[src/rtl/proc_pkg.sv]
// Shared types and widths for the program sequencer and the fetch stage it controls.
package proc_pkg;

  localparam int PROG_W = 2;
  localparam int PC_W   = 10;

  typedef enum logic [1:0] {IDLE, INIT, RUN, DONE} seq_state_t;

  typedef logic [PROG_W-1:0] prog_idx_t;

  function automatic prog_idx_t next_prog(input prog_idx_t cur, input prog_idx_t last);
    return (cur == last) ? '0 : prog_idx_t'(cur + 1'b1);
  endfunction

endpackage

[src/rtl/sat_counter.sv]
// Up-counter with synchronous clear that sticks at all-ones instead of wrapping.
// o_nxt is the value the counter would take on an enabled cycle.
module sat_counter #(
  parameter int W = 8
) (
  input  logic         clk,
  input  logic         i_rst,
  input  logic         i_clr,
  input  logic         i_en,
  output logic [W-1:0] o_cnt,
  output logic [W-1:0] o_nxt
);

  logic [W-1:0] r_cnt;

  assign o_nxt = (&r_cnt) ? r_cnt : r_cnt + 1'b1;
  assign o_cnt = r_cnt;

  always_ff @(posedge clk) begin
    if (i_rst || i_clr) begin
      r_cnt <= '0;
    end else if (i_en) begin
      r_cnt <= o_nxt;
    end
  end

endmodule

[src/rtl/prog_sequencer.sv]
// Run controller: holds fetch in Init, releases it for one program, reports Done with a RUN cycle count.
// Optional RUN-cycle watchdog enabled by defining PROG_WATCHDOG_EN.
module prog_sequencer
  import proc_pkg::*;
#(
  parameter int          NUM_PROGS   = 3,
  parameter int          INIT_CYCLES = 2,
  parameter int          CYC_W       = 16,
  parameter logic [15:0] TIMEOUT     = 16'hFFFF
) (
  input  logic              CLK,
  input  logic              Init,
  input  logic              Start,
  input  logic              Halt_in,
  output logic              CoreInit,
  output logic [PROG_W-1:0] ProgState,
  output logic              Busy,
  output logic              Done,
  output logic [CYC_W-1:0]  CycleCount,
  output logic              Timeout
);

  localparam int                INIT_W    = $clog2(INIT_CYCLES + 1);
  localparam logic [INIT_W-1:0] INIT_LAST = INIT_W'(INIT_CYCLES);
  localparam prog_idx_t         PROG_LAST = PROG_W'(NUM_PROGS - 1);

  seq_state_t        r_state;
  seq_state_t        w_state_nxt;
  prog_idx_t         r_prog;
  logic [CYC_W-1:0]  r_cyc;
  logic [INIT_W-1:0] w_init_cnt;
  logic [INIT_W-1:0] w_init_nxt_unused;
  logic [CYC_W-1:0]  w_run_cnt_unused;
  logic [CYC_W-1:0]  w_run_nxt;
  logic              w_run_end;
  logic              w_wd_hit;

  // Both counters restart from zero each time their state is entered.
  sat_counter #(.W(INIT_W)) u_init_cnt (
    .clk   (CLK),
    .i_rst (Init),
    .i_clr (r_state != INIT),
    .i_en  (r_state == INIT),
    .o_cnt (w_init_cnt),
    .o_nxt (w_init_nxt_unused)
  );

  sat_counter #(.W(CYC_W)) u_run_cnt (
    .clk   (CLK),
    .i_rst (Init),
    .i_clr (r_state != RUN),
    .i_en  (r_state == RUN),
    .o_cnt (w_run_cnt_unused),
    .o_nxt (w_run_nxt)
  );

`ifdef PROG_WATCHDOG_EN
  logic r_tmo;

  assign w_wd_hit = (w_run_nxt == CYC_W'(TIMEOUT));

  // Halt takes priority, so Timeout is only set when the watchdog alone ended the run.
  always_ff @(posedge CLK) begin
    if (Init) begin
      r_tmo <= 1'b0;
    end else if (w_run_end) begin
      r_tmo <= ~Halt_in;
    end
  end

  assign Timeout = r_tmo;
`else
  logic w_tmo_unused;

  assign w_tmo_unused = ^TIMEOUT;
  assign w_wd_hit     = 1'b0;
  assign Timeout      = 1'b0;
`endif

  always_comb begin
    w_state_nxt = r_state;
    w_run_end   = 1'b0;
    case (r_state)
      IDLE: if (Start) w_state_nxt = INIT;
      INIT: if (w_init_cnt == INIT_LAST) w_state_nxt = RUN;
      RUN: begin
        if (Halt_in || w_wd_hit) begin
          w_run_end   = 1'b1;
          w_state_nxt = DONE;
        end
      end
      DONE:    w_state_nxt = IDLE;
      default: w_state_nxt = IDLE;
    endcase
  end

  // Count and program index are captured on entry to DONE so they are valid with the Done pulse.
  always_ff @(posedge CLK) begin
    if (Init) begin
      r_state <= IDLE;
      r_prog  <= '0;
      r_cyc   <= '0;
    end else begin
      r_state <= w_state_nxt;
      if (w_run_end) begin
        r_cyc  <= w_run_nxt;
        r_prog <= next_prog(r_prog, PROG_LAST);
      end
    end
  end

  assign CoreInit   = (r_state != RUN);
  assign Busy       = (r_state == INIT) || (r_state == RUN);
  assign Done       = (r_state == DONE);
  assign ProgState  = r_prog;
  assign CycleCount = r_cyc;

endmodule

[config.mk]
export PLATFORM = sky130hd
export DESIGN_NAME = prog_sequencer
export DESIGN_NICKNAME = d
export VERILOG_FILES = /design/src/rtl/proc_pkg.sv /design/src/rtl/sat_counter.sv /design/src/rtl/prog_sequencer.sv
export SDC_FILE = /design/constraint.sdc
export NUM_CORES = 1
export LEC_CHECK = 0
export CAP_MARGIN = 0
export CORE_ASPECT_RATIO = 1.2
export CORE_MARGIN = 10
export CORE_UTILIZATION = 56
export CTS_BUF_LIST = sky130_fd_sc_hd__clkbuf_8
export CTS_CLUSTER_SIZE = 10
export DETAILED_ROUTE_END_ITERATION = 6
export PLACE_DENSITY = 0.88
export RECOVER_POWER = 50
export SETUP_SLACK_MARGIN = 0.4
export SYNTH_ARGS = -nofsm -noshare
export SYNTH_HDL_FRONTEND = slang
export SYNTH_SLANG_ARGS = --single-unit
export TNS_END_PERCENT = 100
[constraint.sdc]
create_clock -name CLK -period 2.16 [get_ports CLK]
set_input_delay 0.216 -clock CLK [delete_from_list [all_inputs] [get_ports CLK]]
set_output_delay 0.216 -clock CLK [all_outputs]
set_load 0.005 [all_outputs]
== Word level (Yosys, flattened, before mapping) ==
Cells that the tools add are included.

* Flip-flop bits (word level): 38
* Output and inout bits: 22
* Logic and storage cells: 35

* Add/subtract/negate cells: 3
* Equal/unequal tests: 10
* Mux-type cells: 8
* Bitwise logic cells: 1
* Reduce and logical (&&, ||, !) cells: 8

{| class="wikitable"
|+ Operator list
! cell !! count
|-
| adder 16 x 1 -> 16 bit (second input constant) || 1
|-
| two-way mux 16 bit || 1
|-
| AND reduction 16 bit || 1
|-
| equality test 2 bit (second input constant) || 4
|-
| two-way mux 2 bit || 4
|-
| inequality test 2 bit (second input constant) || 4
|-
| case mux 2 bit (4 select lines) || 1
|-
| adder 2 x 1 -> 2 bit (second input constant) || 2
|-
| AND reduction 2 bit || 2
|-
| logical OR 1 bit || 3
|-
| AND reduction 3 bit || 1
|-
| equality test 2 x 1 -> 1 bit (second input constant) || 1
|-
| zero test 2 bit || 1
|-
| two-way mux 1 bit || 2
|-
| inequality test 2 x 1 -> 1 bit (second input constant) || 1
|-
| inverter 1 bit || 1
|}

== Logic depth before layout (Yosys ltp) ==
Gate-level depths: netlist (run 1).

* Depth after elaboration: 3
* Depth in mapped cells: 7
* Depth with buffers taken out: 6

== Hierarchy ==
A second synthesis (run 1) with hierarchy kept.

* Cell total of the unflattened synthesis: 247
* Area, all modules: 2033.2 sq um

{| class="wikitable"
|+ Modules (own cells, without submodules)
! module !! instances !! cells each !! area an instance (sq um) !! seq. area each (sq um)
|-
| sat_counter at u_run_cnt || 1 || 137 || 1127.3 || 320.3
|-
| prog_sequencer || 1 || 101 || 818.3 || 400.4
|-
| sat_counter at u_init_cnt || 1 || 9 || 87.6 || 40.0
|}

== Worst setup path after synthesis (run 1) ==
No wires, ideal clock.

* Kind: register to register
* Start point: register u_run_cnt.r_cnt[0], in the netlist u_run_cnt.o_cnt[0]
* End point: register r_cyc[15], in the netlist CycleCount[15]
* Setup time: 0.112 ns
* Arrival: 1.714 ns
* Slack: 0.334 ns
* Stages on the path, launching flop included: 6
* Path buffers: 0
* Clock period less this slack: 1.826 ns
* Cells stage by stage: dfxtp_1 ha_1 nand4_2 nor4_4 nor4_1 a2111oi_1

* Longest elaborated chain between the ends: 2

{| class="wikitable"
|+ RTL lines
! element !! RTL line !! RTL
|-
| start: declaration || sat_counter.sv:14 || <nowiki>logic [W-1:0] r_cnt;</nowiki>
|-
| start signal: assignment || sat_counter.sv:23 || <nowiki>r_cnt <= o_nxt;</nowiki>
|-
| adder 16 x 1 -> 16 bit or AND reduction 16 bit (tied branches) || sat_counter.sv:16 || <nowiki>assign o_nxt = (&r_cnt) ? r_cnt : r_cnt + 1'b1;</nowiki>
|-
| two-way mux 16 bit * || sat_counter.sv:16 ||
|-
| end signal: assignment || prog_sequencer.sv:106 || <nowiki>r_cyc <= w_run_nxt;</nowiki>
|-
| end: declaration || prog_sequencer.sv:30 || <nowiki>logic [CYC_W-1:0] r_cyc;</nowiki>
|}

Every way passes the cells marked *; elsewhere a longest branch is shown, timed or not.
A chain may end at the register's enable or synchronous reset.

==> run metrics, run 1 <==
status completed; setup TNS 0 ns; total iterations of the first detailed-routing run 4; Hold Path End ProgState[1]; combinational family with the most area after synthesis simple AND/OR/NAND/NOR gates; clock sink count 38; first-pass GRT wire length 7.70 mm; Worst setup EP type register; final core utilization 72.2%; Die Y roughly 84 um; power per cell area 859 nW/um2; crit path DAT 1.96 ns; peak supply drop about 0.83 mV; CP max stage cell clkbuf_1; H-tree depth 2; critical path type in2reg; Async S/R FF share, synth 0%; sequential area share after synthesis 40.2%; die width ~73 um; multiplexer share of the synthesized area under 10%; CP Data Required Time between 2 and 2.5 ns; Syn Std Cell Area between 1500 and 2000 um2; Final Total Pwr just over 2 mW; Post-Syn Instances 212; reg2reg path depth 4; GR Overflow Total 0; nets 249; fraction of power consumed by sequential logic 40.1%; fill count around 240; reg2reg end CycleCount[15]; final worst path period need 1.79 ns; Top Usage Layer GRT met2; Sequential Area 793 um2; Worst Max-Slew Pin Slew 1.05 ns; GR Layer Usage met2 27.3%; FP Rows 23; unrepaired setup endpoints after global routing true; Ports 26; Fmax 0.557 GHz; crit share post-route 83.1%; simple-gate share of the synthesized area a little over a quarter; multi-input logic area 1060 um2; switching share of total power between 20 and 30%; detailed placement HPWL 3.02 mm; Synth Warn # 0; met3 Track Usage GR roughly 5.2%; R2R setup slack between 0.4 and 0.5 ns; # Max-Cap Violations 0; Largest delay share family, worst path buffers and inverters; Post-synth top flop dfxtp_1; Internal 1.50 mW; switching pwr 550 uW; Fin. Hold Viols 0; via/cell ratio between 6 and 7; Hold Crit Class reg2reg; M1 GR Usage 15.7%; clk buf depth 2; placer congestion estimate 0.893; Synth Area in Compound Gates between 10% and 20%; Area growth, synth to finish 26.2%; startpoint types input port; initial cell density of the core 57.2%; routed via count ~1700; hold path start ProgState[1]; largest net degree at the start of global routing 23; post-synthesis xor/xnor area fraction 1.85%; Num CTS Buffers 5; GRT Total Usage 15.6%; share of layout cells above drive strength 1 22.2%; Reg clk slew, reported paths 0.08 ns; clk_lat worst skew 0.30 ns; WP buf/inv 2; Clk pwr share 36.7%; Max Slew Vio Count 0; Clk Tree Root Cell clkbuf_8; Adder-Cell Fraction of Synth Area 4.63%; Fin Hold WS 0.492 ns; Total Wirelength 4.65 mm; initial antenna violation count 0; final setup vio count 0; standby leakage power 0.922 nW; Crit path largest cell delay 0.78 ns; initial DRC count 86; Worst Hold Depth 2; register bit total from synthesis 38; peak fanout along the critical path 22; ant diodes 0; ANT nets after route 0; die area 6120 um2; syn nets between 200 and 250; Area after DPL 2120 um2; core area roughly 3300 um2; vias in the first global route 1647; routed len/inst 16.8 um; syn avg cell area 8.93 um2; port bufs 24; Comb pwr share 23.1%; Cell variety after synth 54; EDFF count, synth 0; # DRC 0; max_slew headroom a little under a third; CTS tree yes; r2r startpoint u_run_cnt.o_cnt[3]; post-route cell area approximately 2400 um2; CP cell instances dlygate4sd3_1 -> clkbuf_1 -> nand2b_1 -> o21ai_0; Clock Skews 0.00646 ns
==> through the flow <==
| step | cells | setup slack, ns |
|---|---|---|
| after global routing | 276 | 0.284 |
| final | 276 | 0.365 |
| after floorplan | 212 | 0.446 |
| after CTS | 275 | 0.389 |
| after detailed placement | 265 | 0.195 |
| after global placement | 265 | 0.256 |
==> sequential cells by signal (all words and copies together), names as in the netlist <==
register,flops
u_init_cnt.o_cnt,2
u_run_cnt.o_cnt,16
CycleCount,16
r_state,2
ProgState,2
==> layout make-up <==
cell class | count | area share (%)
multi-input cells | 151 | 44.5
flip-flops and latches | 38 | 33.2
clock buffers | 6 | 3.46
repair buffers | 33 | 13.0
clock inverters | 2 | 2.51
well taps | 37 | 1.94
inverters | 9 | 1.41
==> Yosys cell counts, types with 2 or more instances <==
master	number	area, um2
and2_1	2	12.5
and4_1	3	26.3
clkbuf_8	3	41.3
nand3_1	4	20.0
and3_1	2	12.5
dfxtp_1	38	761
a2111oi_0	3	26.3
nand4_2	2	25.0
a21oi_1	10	50.1
or2_2	2	12.5
o31ai_1	2	15.0
buf_4	2	15.0
o21ai_0	8	40.0
a31oi_1	2	12.5
nor4_1	4	25.0
nand3b_1	4	30.0
a211oi_1	5	37.5
nand2b_1	3	18.8
nor2_1	32	120
ha_1	7	87.6
nand4_1	2	12.5
nor3_1	8	40.0
nand2_1	10	37.5
xor2_1	4	35.0
mux2i_1	2	20.0
a311oi_1	4	35.0
or3_1	2	12.5
a221oi_1	2	17.5
clkbuf_1	6	22.5
o31a_1	2	17.5
inv_1	9	33.8
==> metal layers <==
layer	share of wire (%)	vias to the layer above
met1	38	823
li1	-	823
met4	2.7	0
met5	0	-
met3	5.5	12
met2	54	38
==> tightest hold or removal path, cell delays in order (launching register included) <==
cell and delay (ns):
dfxtp_1 0.34, nand2_1 0.06, a21oi_1 0.05
==> how the worst max path moves through the flow <==
stage / slack, ns / end / cells past startpoint / start
CTS: 0.39 / CycleCount[15] / 4 / u_run_cnt.o_cnt[8]
finish: 0.37 / CycleCount[0] / 4 / Init
global placement: 0.26 / CycleCount[15] / 5 / u_run_cnt.o_cnt[0]
floorplan: 0.45 / CycleCount[14] / 5 / u_run_cnt.o_cnt[0]
detailed placement: 0.20 / CycleCount[15] / 5 / u_run_cnt.o_cnt[0]
global route: 0.28 / CycleCount[15] / 4 / u_run_cnt.o_cnt[3]
==> cell usage in the layout, fill, tap and decap left out, types with 4 or more instances in the layout <==
cell type	instances
nand3b_1	4
dlygate4sd3_1	19
inv_1	9
and4_1	4
nor3_1	8
nand3_1	5
nand2_1	9
a211oi_1	5
buf_4	7
a21oi_1	10
dfxtp_2	11
ha_1	5
clkdlybuf4s50_1	4
nor2_1	31
dfxtp_4	5
o21ai_0	8
clkbuf_8	6
dfxtp_1	22
==> power groups by stage <==
| stage | sequential [mW] | clock [mW] | combinational (mW) |
|---|---|---|---|
| after floorplan | 0.839 | 0 | 0.269 |
| after global routing | 0.832 | 0.773 | 0.537 |
| final | 0.823 | 0.754 | 0.475 |
| after global placement | 0.839 | 0 | 0.454 |
| after detailed placement | 0.844 | 0 | 0.469 |
| after CTS | 0.828 | 0.753 | 0.496 |
==> timing repair <==
| item | 4_1_cts | 5_1_grt |
|---|---|---|
| endpoints found under the setup margin | 23 | 14 |
| pin swaps | 1 | 4 |
| gates resized for setup | 20 | 20 |
| hold buffers | 0 | 0 |
| buffers inserted | 2 | 1 |
==> logic make-up (layout without fill, tap and decap cells) <==
logic type | after synthesis | after routing
buf+inv | 23 | 50
fa+ha+maj | 7 | 7
mux | 2 | 2
simple gates | 90 | 90
other cells | 1 | 1
flops | 38 | 38
xor+xnor | 4 | 4
compound gates | 47 | 47
(Power assumes the default switching activity.)
==> run 2, diff against run 1 <==
- clock period: 2.16 -> 1.8 ns (I/O delays scaled with it)
==> run 2 against run 1 <==
Power grew 14%. Largest cell class unchanged. Sequential share of layout area shrank 7.2 points. First-iteration DRC count grew to 5.7 times the previous value. Flip-flop and latch count is the same. The flow now finishes with violations (setup timing). Hold slack gained 0.021 ns. Utilization grew 21 points. Clock power shrank 22%. Routed wire length grew 77%. Critical path depth grew 2. Via count grew 32%. Clock-buffer cell count shrank 1.
==> run metrics, run 2 (synthesis results as in run 1) <==
status complete, but fails checks; failing checks setup timing; initial antenna violation count 0 (unchanged); Fin. Hold Viols 0 (unchanged); Reg clk slew, reported paths 0.08 ns (about the same); routed len/inst 25.9 um (+54%); # DRC 0 (unchanged); Num CTS Buffers 5 (unchanged); final worst path period need 1.86 ns; clk buf depth 2 (unchanged); crit path DAT 2.03 ns (+0.07 ns); initial cell density of the core 57.2% (unchanged); R2R setup slack -0.06 ns (-0.47 ns); ant diodes 0 (unchanged); clk_lat worst skew 0.30 ns (about the same); power per cell area 760 nW/um2 (-11%); die area 6120 um2 (unchanged); nets 291 (+17%); share of layout cells above drive strength 1 48.4% (+26 points); final core utilization 93.0% (+21 points); Setup crit end CycleCount[1]; Fin Hold WS 0.513 ns (+0.0213 ns); unrepaired setup endpoints after global routing true; Final WS setup -0.0639 ns (-0.429 ns); clock sink count 38 (unchanged); H-tree depth 2 (unchanged); Clock Skews 0.00430 ns (-0.00216 ns); CP Data Required Time 1.97 ns (-0.36 ns); most frequent cells in the layout 33 x buf_4, 29 x nor2_1, 21 x dfxtp_1, 17 x dlygate4sd3_1, 12 x buf_6; startpoint types register; multi-input logic area 1410 um2 (+33%); Worst Hold Depth 2 (unchanged); Finished Layout Cells 318 (+15%); Ports 26 (unchanged); critical path type reg2reg; core area 3310 um2 (unchanged); peak fanout along the critical path 5 (-77%); CTS tree yes; commonest non-fill, non-tap cell in the layout buf_4; reg2reg path depth 6 (+2); standby leakage power 1.23 nW (+34%); placer congestion estimate 0.893 (about the same); Clk Tree Root Cell clkbuf_8; routed via count 2236 (+32%); FP Rows 23 (unchanged); Total Wirelength 8.23 mm (+77%); first-pass GRT wire length 9.43 mm (+22%); largest net degree at the start of global routing 17 (-26%); total iterations of the first detailed-routing run 5 (+1); fill count 106 (-55%); reg2reg end CycleCount[1]; Area growth, synth to finish 62.5%; via/cell ratio 7.03 (+14%); initial DRC count 493 (+470%); peak supply drop 0.905 mV (+8.5%); GRT Total Usage 18.9% (+3.3 points); Max Slew Vio Count 0 (unchanged); Worst setup EP type register; hold buffer count at cts 0 (unchanged); Die Y 83.7 um (unchanged); Final Total Pwr 2.34 mW (+14%); # Max-Cap Violations 0 (unchanged); vias in the first global route 1939 (+18%); r2r startpoint u_run_cnt.o_cnt[0]; final setup vio count 3 (+3); detailed placement HPWL 3.16 mm (+4.4%); CP Launch Point u_run_cnt.o_cnt[0]; Sequential Area 800 um2 (+0.79%); Fmax roughly 0.54 GHz; GR Overflow Total 0 (unchanged); die width 73.1 um (unchanged); placed insts 277 (+4.5%); port bufs 24 (unchanged); ANT nets after route 0 (unchanged); Hold Crit Class reg2reg; crit share post-route 104%
## run 2: cell types whose count changed in the layout (fill, tap and decap cells not counted), moves of 4 or more
cell      delta
o21ai_0      -8
a21oi_1      -4
buf_6       +11
a211oi_2     +4
nor3_1       -4
buf_4       +26
a21oi_2      +4
a211oi_1     -4
o21ai_1      +4
buf_12       +4
## run 2: worst min-delay path by stage
stage | from | endpoint | slack, ns
6_report | CycleCount[6] | CycleCount[6] | 0.51
5_1_grt | CycleCount[6] | CycleCount[6] | 0.54
4_1_cts | CycleCount[6] | CycleCount[6] | 0.48
3_5_place_dp | CycleCount[6] | CycleCount[6] | 0.47
3_3_place_gp | CycleCount[6] | CycleCount[6] | 0.44
2_1_floorplan | Init | u_init_cnt.o_cnt[0] | 0.37
## run 2: layout make-up
type                    count  share of cell area [%]
multi-input cells         152                    45.8
flip-flops and latches     38                    26.0
repair buffers             74                    23.0
clock buffers               5                    2.24
well taps                  37                    1.50
inverters                   9                    1.10
clock inverters             3                   0.407
## run 2: per-stage QoR
stage | setup TNS (ns) | setup WS (ns) | area [um2]
after global routing | -0.359 | -0.0902 | 3080
after CTS | 0 | 0.121 | 2640
after floorplan | 0 | 0.158 | 2000
after detailed placement | 0 | 0.0941 | 2300
after global placement | 0 | 0.136 | 2300
final | -0.0963 | -0.0639 | 3080
## run 2: timing repair
item | in CTS | in global routing
pin swaps | 13 | 25
setup buffers | 19 | 13
resized for setup | 32 | 74
gates cloned | 1 | 0
endpoints found under the setup margin | 34 | 41
## run 2: power by group
group	leakage, nW	internal, mW	total [mW]	switching [mW]
combinational	0.869	0.344	0.761	0.417
clock	0.0468	0.261	0.585	0.324
sequential	0.318	0.922	0.994	0.0726
## run 2: routing by layer
metal / global-route usage [%] / up-vias / part of all wire (%)
met5: 0 / - / 0
met4: 9.00 / 0 / 6.7
met3: 5.36 / 62 / 10
met2: 31.5 / 209 / 48
met1: 20.9 / 1062 / 35
li1: - / 903 / -
## run 2: critical path, cell delays in order (launching register included)
cell      delay, ns
dfxtp_4        0.40
ha_4           0.17
nand4_4        0.18
nor4_4         0.40
buf_6          0.21
mux2i_4        0.26
a211oi_1       0.11
